==> config.mk <==
export PLATFORM = sky130hd
export DESIGN_NAME = acumulador_4bits
export DESIGN_NICKNAME = d
export VERILOG_FILES = /design/src/rtl/acumulador_4bits.sv
export SDC_FILE = /design/constraint.sdc
export NUM_CORES = 1
export LEC_CHECK = 0
export CORE_MARGIN = 2
export CORE_UTILIZATION = 41
export CTS_CLUSTER_SIZE = 30
export DETAILED_ROUTE_END_ITERATION = 6
export PLACE_DENSITY = 0.77
export SETUP_SLACK_MARGIN = 0.2
export SYNTH_ARGS = -nofsm -noshare
export SYNTH_HDL_FRONTEND = slang
export SYNTH_SLANG_ARGS = --single-unit
==> constraint.sdc <==
create_clock -name CLK -period 1.6 [get_ports CLK]
set_input_delay 0.16 -clock CLK [delete_from_list [all_inputs] [get_ports CLK]]
set_output_delay 0.16 -clock CLK [all_outputs]
set_load 0.05 [all_outputs]
==> src/rtl/acumulador_4bits.sv <==
// Accumulator control stage around an external 4-bit adder/subtractor: 3-state FSM, flags, done pulse, op counter.
// Define SATURACAO_EN to clamp results on overflow (add) or borrow (subtract) instead of wrapping modulo 16.
module acumulador_4bits #(
  parameter int CNT_W = 8
) (
  input  logic             CLK,
  input  logic             RST,
  input  logic [3:0]       DADO,
  input  logic             OP,
  input  logic             INICIO,
  input  logic             LIMPA,
  input  logic [4:0]       SOMA,
  output logic [3:0]       ACC_A,
  output logic [3:0]       ACC_B,
  output logic             ACC_C0,
  output logic [3:0]       ACUM,
  output logic             CARRY,
  output logic             ZERO,
  output logic             PRONTO,
  output logic             FIM,
  output logic [CNT_W-1:0] CONT_OPS
);

  typedef enum logic [1:0] {
    S_OCIOSO = 2'd0,
    S_CALC   = 2'd1,
    S_FIM    = 2'd2
  } estado_t;

  estado_t    state;
  estado_t    state_next;
  logic [3:0] dado_reg;
  logic       op_reg;
  logic [3:0] resultado;

  always_ff @(posedge CLK or posedge RST) begin
    if (RST) state <= S_OCIOSO;
    else     state <= state_next;
  end

  always_comb begin
    state_next = state;
    case (state)
      S_OCIOSO: if (!LIMPA && INICIO) state_next = S_CALC;
      S_CALC:   state_next = S_FIM;
      S_FIM:    state_next = S_OCIOSO;
      default:  state_next = S_OCIOSO;
    endcase
  end

  always_comb begin
    PRONTO = (state == S_OCIOSO);
    FIM    = (state == S_FIM);
  end

  // SOMA[4] means carry on add and "no borrow" on subtract.
  always_comb begin
    resultado = SOMA[3:0];
`ifdef SATURACAO_EN
    if (!op_reg && SOMA[4])
      resultado = 4'hF;
    else if (op_reg && !SOMA[4])
      resultado = 4'h0;
`endif
  end

  always_ff @(posedge CLK or posedge RST) begin
    if (RST) begin
      ACUM     <= 4'h0;
      CARRY    <= 1'b0;
      ZERO     <= 1'b1;
      dado_reg <= 4'h0;
      op_reg   <= 1'b0;
      CONT_OPS <= '0;
    end else begin
      case (state)
        S_OCIOSO: begin
          if (LIMPA) begin
            ACUM  <= 4'h0;
            CARRY <= 1'b0;
            ZERO  <= 1'b1;
          end else if (INICIO) begin
            dado_reg <= DADO;
            op_reg   <= OP;
          end
        end
        S_CALC: begin
          ACUM  <= resultado;
          CARRY <= SOMA[4];
          ZERO  <= (resultado == 4'h0);
          if (CONT_OPS != {CNT_W{1'b1}})
            CONT_OPS <= CONT_OPS + CNT_W'(1);
        end
        default: ;
      endcase
    end
  end

  assign ACC_A  = ACUM;
  assign ACC_B  = dado_reg;
  assign ACC_C0 = op_reg;

endmodule

==> results of run 1 <==
-- worst max-delay path, stage by stage (launching register included) --
cell     delay [ns]
dfrtp_2        0.43
ha_4           0.18
nand3_2        0.12
nor4_4         0.24
mux2_2         0.36
-- kinds of logic after synthesis --
family,share of synthesized area (%)
and+or+nand+nor,13.1
muxes,12.0
buffers and inverters,6.31
AOI/OAI and AO/OA,11.0
adders and majority gates,1.31
DFF,55.3
xor gates and xnor gates,0.920
-- worst paths after layout --
check / from / endpoint / slack (ns)
min in group CLK: ZERO$_DFFE_PP1P_ / ZERO$_DFFE_PP1P_ / 0.47
worst max register to register: CONT_OPS[1]$_DFFE_PP0P_ / CONT_OPS[6]$_DFFE_PP0P_ / 0.17
worst min register to register: ZERO$_DFFE_PP1P_ / ZERO$_DFFE_PP1P_ / 0.47
worst min-delay path: RST / CONT_OPS[0]$_DFFE_PP0P_ / 0.18
max in group asynchronous: RST / ZERO$_DFFE_PP1P_ / 1.15
worst max-delay path: CONT_OPS[1]$_DFFE_PP0P_ / CONT_OPS[6]$_DFFE_PP0P_ / 0.17
-- final cells by class --
type	instances	area share, %
Clock buffer	3	1.57
Clock inverter	1	0.348
Inverter	5	1.31
Multi-Input combinational cell	45	28.5
Sequential cell	21	37.5
Tap cell	28	2.44
Timing Repair Buffer	46	28.3
-- registers in the layout, summed over array words and instances (netlist names) --
register,cells
ACC_A,4
ACC_B,4
ACC_C0,1
CARRY,1
CONT_OPS,8
ZERO,1
state,2
-- cell usage after synthesis --
master,number
nor4_2,1
nor2_1,5
dfstp_2,1
mux2i_1,2
a21boi_0,1
o21bai_1,1
nor3_1,2
inv_2,1
a22o_1,5
a41oi_1,1
nand4_1,1
nand2_1,2
mux2_4,1
a31oi_1,1
dfrtp_1,20
buf_4,4
nand2b_1,2
nor4b_4,1
a21oi_1,4
mux2_2,7
ha_1,1
xnor2_1,1
inv_1,4
nor4_1,1
buf_6,1
a41o_2,1
and4_1,1
and2b_2,1
nand3_1,2
-- power by group through the flow --
stage | registers (W) | clock network, W | logic, W
3_3_place_gp | 0.000782 | 0 | 0.000886
3_5_place_dp | 0.000788 | 0 | 0.000909
4_1_cts | 0.000781 | 0.000263 | 0.000913
6_report | 0.000774 | 0.000247 | 0.000987
2_1_floorplan | 0.00112 | 0 | 0.000279
5_1_grt | 0.000794 | 0.000286 | 0.00104
-- repair_timing --
| action | 4_1_cts | 5_1_grt |
|---|---|---|
| resized for setup | 3 | 6 |
| buffers inserted | 1 | 5 |
| setup endpoints to repair | 9 | 9 |
| pin swaps | 1 | 2 |
-- metal layers --
metal | GRT usage, % | wire length [um]
met5 | 0 | 0
met3 | 2.57 | 93
met2 | 28.5 | 1040
met4 | 6.41 | 14
met1 | 20.0 | 877
-- metrics by stage --
| step | setup slack (ns) | hold WS [ns] | power [W] | cells | util, % |
|---|---|---|---|---|---|
| after global routing | 0.124 | 0.183 | 0.00212 | 149 | 64.9 |
| after global placement | 0.0942 | 0.454 | 0.00167 | 139 | 60.1 |
| after CTS | 0.191 | 0.177 | 0.00196 | 144 | 62.0 |
| after detailed placement | 0.0324 | 0.457 | 0.00170 | 139 | 60.1 |
| final | 0.170 | 0.179 | 0.00201 | 149 | 64.9 |
| after floorplan | 0.112 | 0.135 | 0.00140 | 76 | - |
==> flow_summary.toml, run 1 <==
[grt]
grt_pass1_wl_mm = 3.27
antenna_found_initial = 0
grt_max_degree = 22
grt_overflow = 0
track_usage_pct = 16.3
grt_pass1_vias = 748

[floorplan]
core_area_sq_um = 2210
die_area_sq_um = 2720
start_util_pct = 43.0
io_pins = 39
die_h_um = 52.2
die_w_um = 52.2
row_count = 17

[power]
powerDensity_nw_per_um2 = 1400
seq_power_share_pct = 38.6
p_sw_w = 0.000881
p_comb_share_pct = 49.2
clkPwrFrac_pct = 12.3
p_int_w = 0.00113
ir_drop_v = 0.00122
leakage_nw = 0.662
switching_share_pct = 43.9

[route]
route.detailed.drc = 0
wl_mm = 2.03
vias = 769
firstDrtPassIters = 4
routedWlPerCell_um = 13.6
dr.first_iter.drc_count = 14
ant_nets = 0
vias_per_cell = 5.16

[run_status]
status = "completed"

[cts]
cts_inserted_buffers = 3
cts.clk_slew.worst_paths_ns = 0.11
cts.htree.levels = 1
hold_buffers = 0
clock-sinks = 21
cts_tree = "yes"
clk_latency_ns = 0.29
root_buffer = "clkbuf_4"
cts_buffer_depth = 2

[final_layout]
layout.cells.most_common = "buf_4"
layout_common_cells = "buf_4, clkdlybuf4s50_1, dfrtp_1, dfrtp_2"
diodes = 0
drive_above_1_share_pct = 53.7
nFillCells = 198
fin_area_sq_um = 1440
areaGrowthSynthToFinish_pct = 50.9
multi_input_area_sq_um = 409
seq_area_sq_um = 539
fin_nets = 137

[yosys]
syn_inst = 76
yosys.area.top_type = "dfrtp_1"
ys_seq_area_share_pct = 55.3
syn_avg_cell_area_sq_um = 12.5
yosys-top-cells-area = "dfrtp_1, mux2_2, a22o_1, buf_4, dfstp_2"
syn_nets = 91
yosysTopAreaCellShare_pct = 52.6
yosysWarnings = 0
ys_ff_latch = 21
synth.distinct_cells = 29
netlist_area_sq_um = 952

[sta]
rsz0062_at_grt = "yes"
timing.final.crit_period_ns = 1.43
hold_viol_final = 0
finalCritPeriodShare_pct = 89.4
finalSetupTns_ns = 0
drv_slew = 0
relSlewSlack_pct = 72.2
worst_slew_pin_slew_ns = 0.416
skew_ns = 0.000684
fmax_ghz = 0.699
setup_viol = 0

[place]
port_buffers = 38
place_congestion = 0.768
hpwl_mm = 1.46
postPlaceCellArea_sq_um = 1330

[worst_setup_path]
required_ns = 1.79
r2r_cells = 4
worst_ep_arrival_time_ns = 1.62
end_kind = "flop"
cp-start-kind = "flop"
critPathMaxFanout = 6
crit_type = "reg2reg"

[hold_path]
hold_class = "in2async"

[run]
cap_viol_max_count = 0
(Power assumes the default switching activity.)
==> inputs of run 2 (changes only) <==
--- a/config.mk
+++ b/config.mk
@@ -7,6 +7,7 @@
 export LEC_CHECK = 0
 export CORE_MARGIN = 2
 export CORE_UTILIZATION = 41
+export CTS_BUF_LIST = sky130_fd_sc_hd__clkbuf_16
 export CTS_CLUSTER_SIZE = 30
 export DETAILED_ROUTE_END_ITERATION = 6
 export PLACE_DENSITY = 0.77
==> flow_summary.toml, run 2 (synthesized netlist as in run 1, its figures left out) <==
[worst_setup_path]
cp-start-kind = "flop"
required_ns = 1.73
crit_type = "reg2reg"
critPathMaxFanout = 6
worst_ep_arrival_time_ns = 1.53
end_kind = "flop"

[power]
leakage_nw = 0.676
p_total_w = 0.00232
ir_drop_v = 0.00141
powerDensity_nw_per_um2 = 1560

[final_layout]
regMostFlops = "CONT_OPS"
diodes = 0
drive_above_1_share_pct = 52.5
fin_nets = 136
multi_input_area_sq_um = 418
nFillCells = 196
layout_common_cells = "buf_4, clkdlybuf4s50_1, dfrtp_1"
areaGrowthSynthToFinish_pct = 55.8
postLayoutCoreUtil_pct = 67.1
seq_area_sq_um = 537
largest_reg_flops = 8
layout.cells.most_common = "buf_4"

[grt]
grt_overflow = 0
track_usage_pct = 16.3
grt_pass1_vias = 748
grt_pass1_wl_mm = 3.28
grt_max_degree = 22
antenna_found_initial = 0

[run]
cap_viol_max_count = 0

[floorplan]
core_area_sq_um = 2210
start_util_pct = 43.0
die_h_um = 52.2
die_area_sq_um = 2720
row_count = 17
die_w_um = 52.2
io_pins = 39

[cts]
clock-sinks = 21
cts_buffer_depth = 2
cts_inserted_buffers = 3
cts_tree = "yes"
cts.htree.levels = 1
cts.clk_slew.worst_paths_ns = 0.06
clk_latency_ns = 0.25
root_buffer = "clkbuf_16"

[sta]
finalCritPeriodShare_pct = 87.6
relSlewSlack_pct = 72.6
rsz0062_at_grt = "yes"
timing.final.crit_period_ns = 1.40
fmax_ghz = 0.714
hold_viol_final = 0
setup_viol = 0
skew_ns = 0.00182
drv_slew = 0
finalSetupTns_ns = 0
worst_slew_pin_slew_ns = 0.411

[place]
hpwl_mm = 1.46
port_buffers = 38
place_congestion = 0.768

[route]
vias_per_cell = 5.20
routedWlPerCell_um = 14.7
dr.first_iter.drc_count = 15
firstDrtPassIters = 4
route.detailed.drc = 0
vias = 769
ant_nets = 0
wl_mm = 2.17

[run_status]
status = "completed"

[hold_path]
hold_class = "in2async"
run 2: cell types whose count changed in the layout (fill, tap and decap cells not counted):
cell       change
nor3_1         -1
dfrtp_2        -2
buf_6          -1
mux2_2         +1
nand3_4        +1
clkbuf_16      +3
nor3_2         +1
nand3_2        -1
clkbuf_4       -3
mux2_4         -1
dfrtp_1        +2
run 2: path summary, 6_finish.rpt:
kind                                            to  cells after the start  slack, ns                    start
max in group asynchronous         ZERO$_DFFE_PP1P_                      3       1.09                      RST
max                        CONT_OPS[6]$_DFFE_PP0P_                      4       0.20  CONT_OPS[0]$_DFFE_PP0P_
min reg2reg                       ZERO$_DFFE_PP1P_                      2       0.46         ZERO$_DFFE_PP1P_
min                             ACC_C0$_DFFE_PP0P_                      3       0.24                      RST
max reg2reg                CONT_OPS[6]$_DFFE_PP0P_                      4       0.20  CONT_OPS[0]$_DFFE_PP0P_
min in group CLK                  ZERO$_DFFE_PP1P_                      2       0.46         ZERO$_DFFE_PP1P_
run 2: what timing repair did:
item                                    in CTS  in global routing
endpoints found under the hold margin        0                  0
endpoints found under the setup margin       9                  2
setup buffers                                1                  4
pin swaps                                    1                  2
resized for setup                            2                  5
hold buffers                                 0                  0
run 2: layout make-up:
| type | instances | share of cell area, % |
|---|---|---|
| Multi-Input combinational cell | 45 | 28.2 |
| Timing Repair Buffer | 45 | 26.6 |
| Tap cell | 28 | 2.36 |
| Clock buffer | 3 | 5.06 |
| Inverter | 5 | 1.26 |
| Clock inverter | 1 | 0.337 |
| Sequential cell | 21 | 36.2 |
run 2: where the power goes:
| part | leakage (nW) | total [W] | switching (W) | internal [W] |
|---|---|---|---|---|
| Clock | 0.0409 | 0.000516 | 0.000181 | 0.000335 |
| Combinational | 0.380 | 0.00101 | 0.000613 | 0.000398 |
| Sequential | 0.255 | 0.000794 | 0.000145 | 0.000649 |
run 2: worst max-delay path, cell delays in order, from the launching register on:
cell and delay (ns):
dfrtp_2 0.41, ha_4 0.20, nand3_4 0.10, nor4_4 0.25, mux2_4 0.32
run 2: metal layers:
| layer | wire, um | vias to the layer above | track usage (%) |
|---|---|---|---|
| li1 | - | 359 | - |
| met1 | 928 | 385 | 19.9 |
| met2 | 1140 | 23 | 28.7 |
| met4 | 9 | 0 | 6.41 |
| met5 | 0 | - | 0 |
| met3 | 94 | 2 | 2.57 |
run 2: per-stage QoR:
step	std cells	hold slack, ns	cell area (sq um)	setup slack [ns]
after detailed placement	139	0.457	1330	0.0324
after floorplan	76	0.135	977	0.112
final	148	0.242	1480	0.199
after CTS	144	0.254	1420	0.195
after global placement	139	0.454	1330	0.0942
after global routing	148	0.272	1480	0.165
==> inputs of run 3 (changes only) <==
--- a/config.mk
+++ b/config.mk
@@ -5,11 +5,12 @@
 export SDC_FILE = /design/constraint.sdc
 export NUM_CORES = 1
 export LEC_CHECK = 0
-export CORE_MARGIN = 2
+export CORE_MARGIN = 5
 export CORE_UTILIZATION = 41
 export CTS_BUF_LIST = sky130_fd_sc_hd__clkbuf_16
 export CTS_CLUSTER_SIZE = 30
 export DETAILED_ROUTE_END_ITERATION = 6
+export HOLD_SLACK_MARGIN = 0.05
 export PLACE_DENSITY = 0.77
 export SETUP_SLACK_MARGIN = 0.2
 export SYNTH_ARGS = -nofsm -noshare
==> constraint.sdc (replaced) <==
create_clock -name CLK -period 1.6 [get_ports CLK]
set_input_delay 0.16 -clock CLK [delete_from_list [all_inputs] [get_ports CLK]]
set_output_delay 0.16 -clock CLK [all_outputs]
set_load 0.005 [all_outputs]
==> flow_summary.toml, run 3 (synthesized netlist as in run 1, its figures left out) <==
[run_status]
status = "completed"

[floorplan]
die_area_sq_um = 3390
start_util_pct = 43.0
die_h_um = 58.2
io_pins = 39
core_area_sq_um = 2210
die_w_um = 58.2
row_count = 17

[cts]
cts_inserted_buffers = 3
clk_latency_ns = 0.25
cts.clk_slew.worst_paths_ns = 0.06
clock-sinks = 21
root_buffer = "clkbuf_16"
cts_tree = "yes"
cts.htree.levels = 1
cts_buffer_depth = 2

[worst_setup_path]
critPathMaxFanout = 4
end_kind = "output pin"
cp_slowest_cell = "dfrtp_2"
r2r_start = "CONT_OPS[1]$_DFFE_PP0P_"
critPathLaunch = "state[0]$_DFFE_PP0P_"
required_ns = 1.44
max_stage_delay_ns = 0.44
cp-start-kind = "flop"
worst_ep_arrival_time_ns = 1.25
crit_chain = "buf_4 -> and2b_2 -> dlygate4sd2_1"
crit_type = "reg2out"

[grt]
grt_pass1_wl_mm = 3.84
grt_pass1_vias = 793
grt_max_degree = 16
grt_overflow = 0
track_usage_pct = 14.8
antenna_found_initial = 0

[sta]
finalCritPeriodShare_pct = 88.1
worst_slew_pin_slew_ns = 0.474
finalSetupTns_ns = 0
skew_ns = 0.00363
timing.final.crit_period_ns = 1.41
drv_slew = 0
setup_viol = 0
fmax_ghz = 0.709
relSlewSlack_pct = 68.3
rsz0062_at_grt = "yes"
hold_viol_final = 0

[run]
cap_viol_max_count = 0

[final_layout]
finalNonFillerCells = 152
layout.cells.most_common = "clkdlybuf4s50_1"
multi_input_area_sq_um = 408
largest_reg_flops = 8
fin_nets = 140
regMostFlops = "CONT_OPS"
layout_common_cells = "clkdlybuf4s50_1, dfrtp_1, buf_4"
drive_above_1_share_pct = 30.6
diodes = 0
seq_area_sq_um = 533
nFillCells = 169
areaGrowthSynthToFinish_pct = 62.2

[route]
firstDrtPassIters = 4
wl_mm = 2.35
vias = 788
vias_per_cell = 5.18
routedWlPerCell_um = 15.4
dr.first_iter.drc_count = 13
ant_nets = 0
route.detailed.drc = 0

[power]
switching_share_pct = 26.8
ir_drop_v = 0.00108
clkPwrFrac_pct = 26.5
p_sw_w = 0.000524
seq_power_share_pct = 39.2
powerDensity_nw_per_um2 = 1270
p_int_w = 0.00143
p_comb_share_pct = 34.3
leakage_nw = 0.670

[place]
hpwl_mm = 1.62
placed_cells = 141
port_buffers = 38
place_congestion = 0.797

[hold_path]
hold_class = "in2async"
==> run 3: cell types whose count changed in the layout (fill, tap and decap cells not counted), sizes merged <==
cell           previous run  this run
buf                      32        11
clkdlybuf4s50            13        34
dlygate4sd2               0         3
dlymetal6s2s              0         1
==> run 3: path summary, 6_finish.rpt <==
path / slack, ns / end / depth (start not counted)
min in group CLK: 0.46 / ZERO$_DFFE_PP1P_ / 2
max in group asynchronous: 1.11 / ZERO$_DFFE_PP1P_ / 3
max: 0.19 / FIM / 3
max reg2reg: 0.23 / CONT_OPS[6]$_DFFE_PP0P_ / 4
min: 0.20 / CONT_OPS[5]$_DFFE_PP0P_ / 3
min reg2reg: 0.46 / ZERO$_DFFE_PP1P_ / 2
==> run 3: area by class of cell <==
cell class	count	area share [%]
Timing Repair Buffer	49	30.4
Multi-Input combinational cell	45	26.4
Tap cell	28	2.27
Sequential cell	21	34.5
Clock inverter	1	0.324
Inverter	5	1.22
Clock buffer	3	4.86
==> run 3: what timing repair did <==
item	4_1_cts	5_1_grt
pin swaps	2	4
gates resized for setup	11	10
setup buffers	4	3
setup endpoints to repair	13	12
hold buffers	0	0
==> run 3: per-stage QoR <==
step | hold WS, ns | utilization (%) | cell area [sq um] | setup slack, ns | total power (W)
2_1_floorplan | 0.136 | - | 955 | 0.223 | 0.000971
3_3_place_gp | 0.455 | 61.4 | 1360 | 0.0863 | 0.00129
3_5_place_dp | 0.458 | 61.4 | 1360 | 0.0372 | 0.00130
4_1_cts | 0.196 | 67.3 | 1490 | 0.164 | 0.00188
5_1_grt | 0.237 | 69.8 | 1540 | 0.139 | 0.00206
6_report | 0.195 | 69.8 | 1540 | 0.190 | 0.00195
==> run 3: layer usage <==
| metal | part of all wire [%] | wire (um) | global-route usage, % | up-vias |
|---|---|---|---|---|
| li1 | - | - | - | 369 |
| met2 | 52 | 1230 | 25.3 | 34 |
| met5 | 0 | 0 | 0 | - |
| met4 | 1.3 | 30 | 5.96 | 0 |
| met1 | 40 | 931 | 17.9 | 381 |
| met3 | 6.7 | 157 | 3.56 | 4 |
==> run 3: critical path, delay by kind of cell, from the launching register on <==
family / cells / cell delay (ns)
DFF: 1 / 0.44
and+or+nand+nor: 1 / 0.19
buffers and inverters: 2 / 0.38
==> run 3: power by group through the flow <==
stage               logic (W)  clock network, W  registers [W]
global route         0.000724          0.000552       0.000786
floorplan            0.000219                 0       0.000752
detailed placement   0.000554                 0       0.000750
global placement     0.000544                 0       0.000745
finish               0.000670          0.000518       0.000766
CTS                  0.000602          0.000525       0.000758
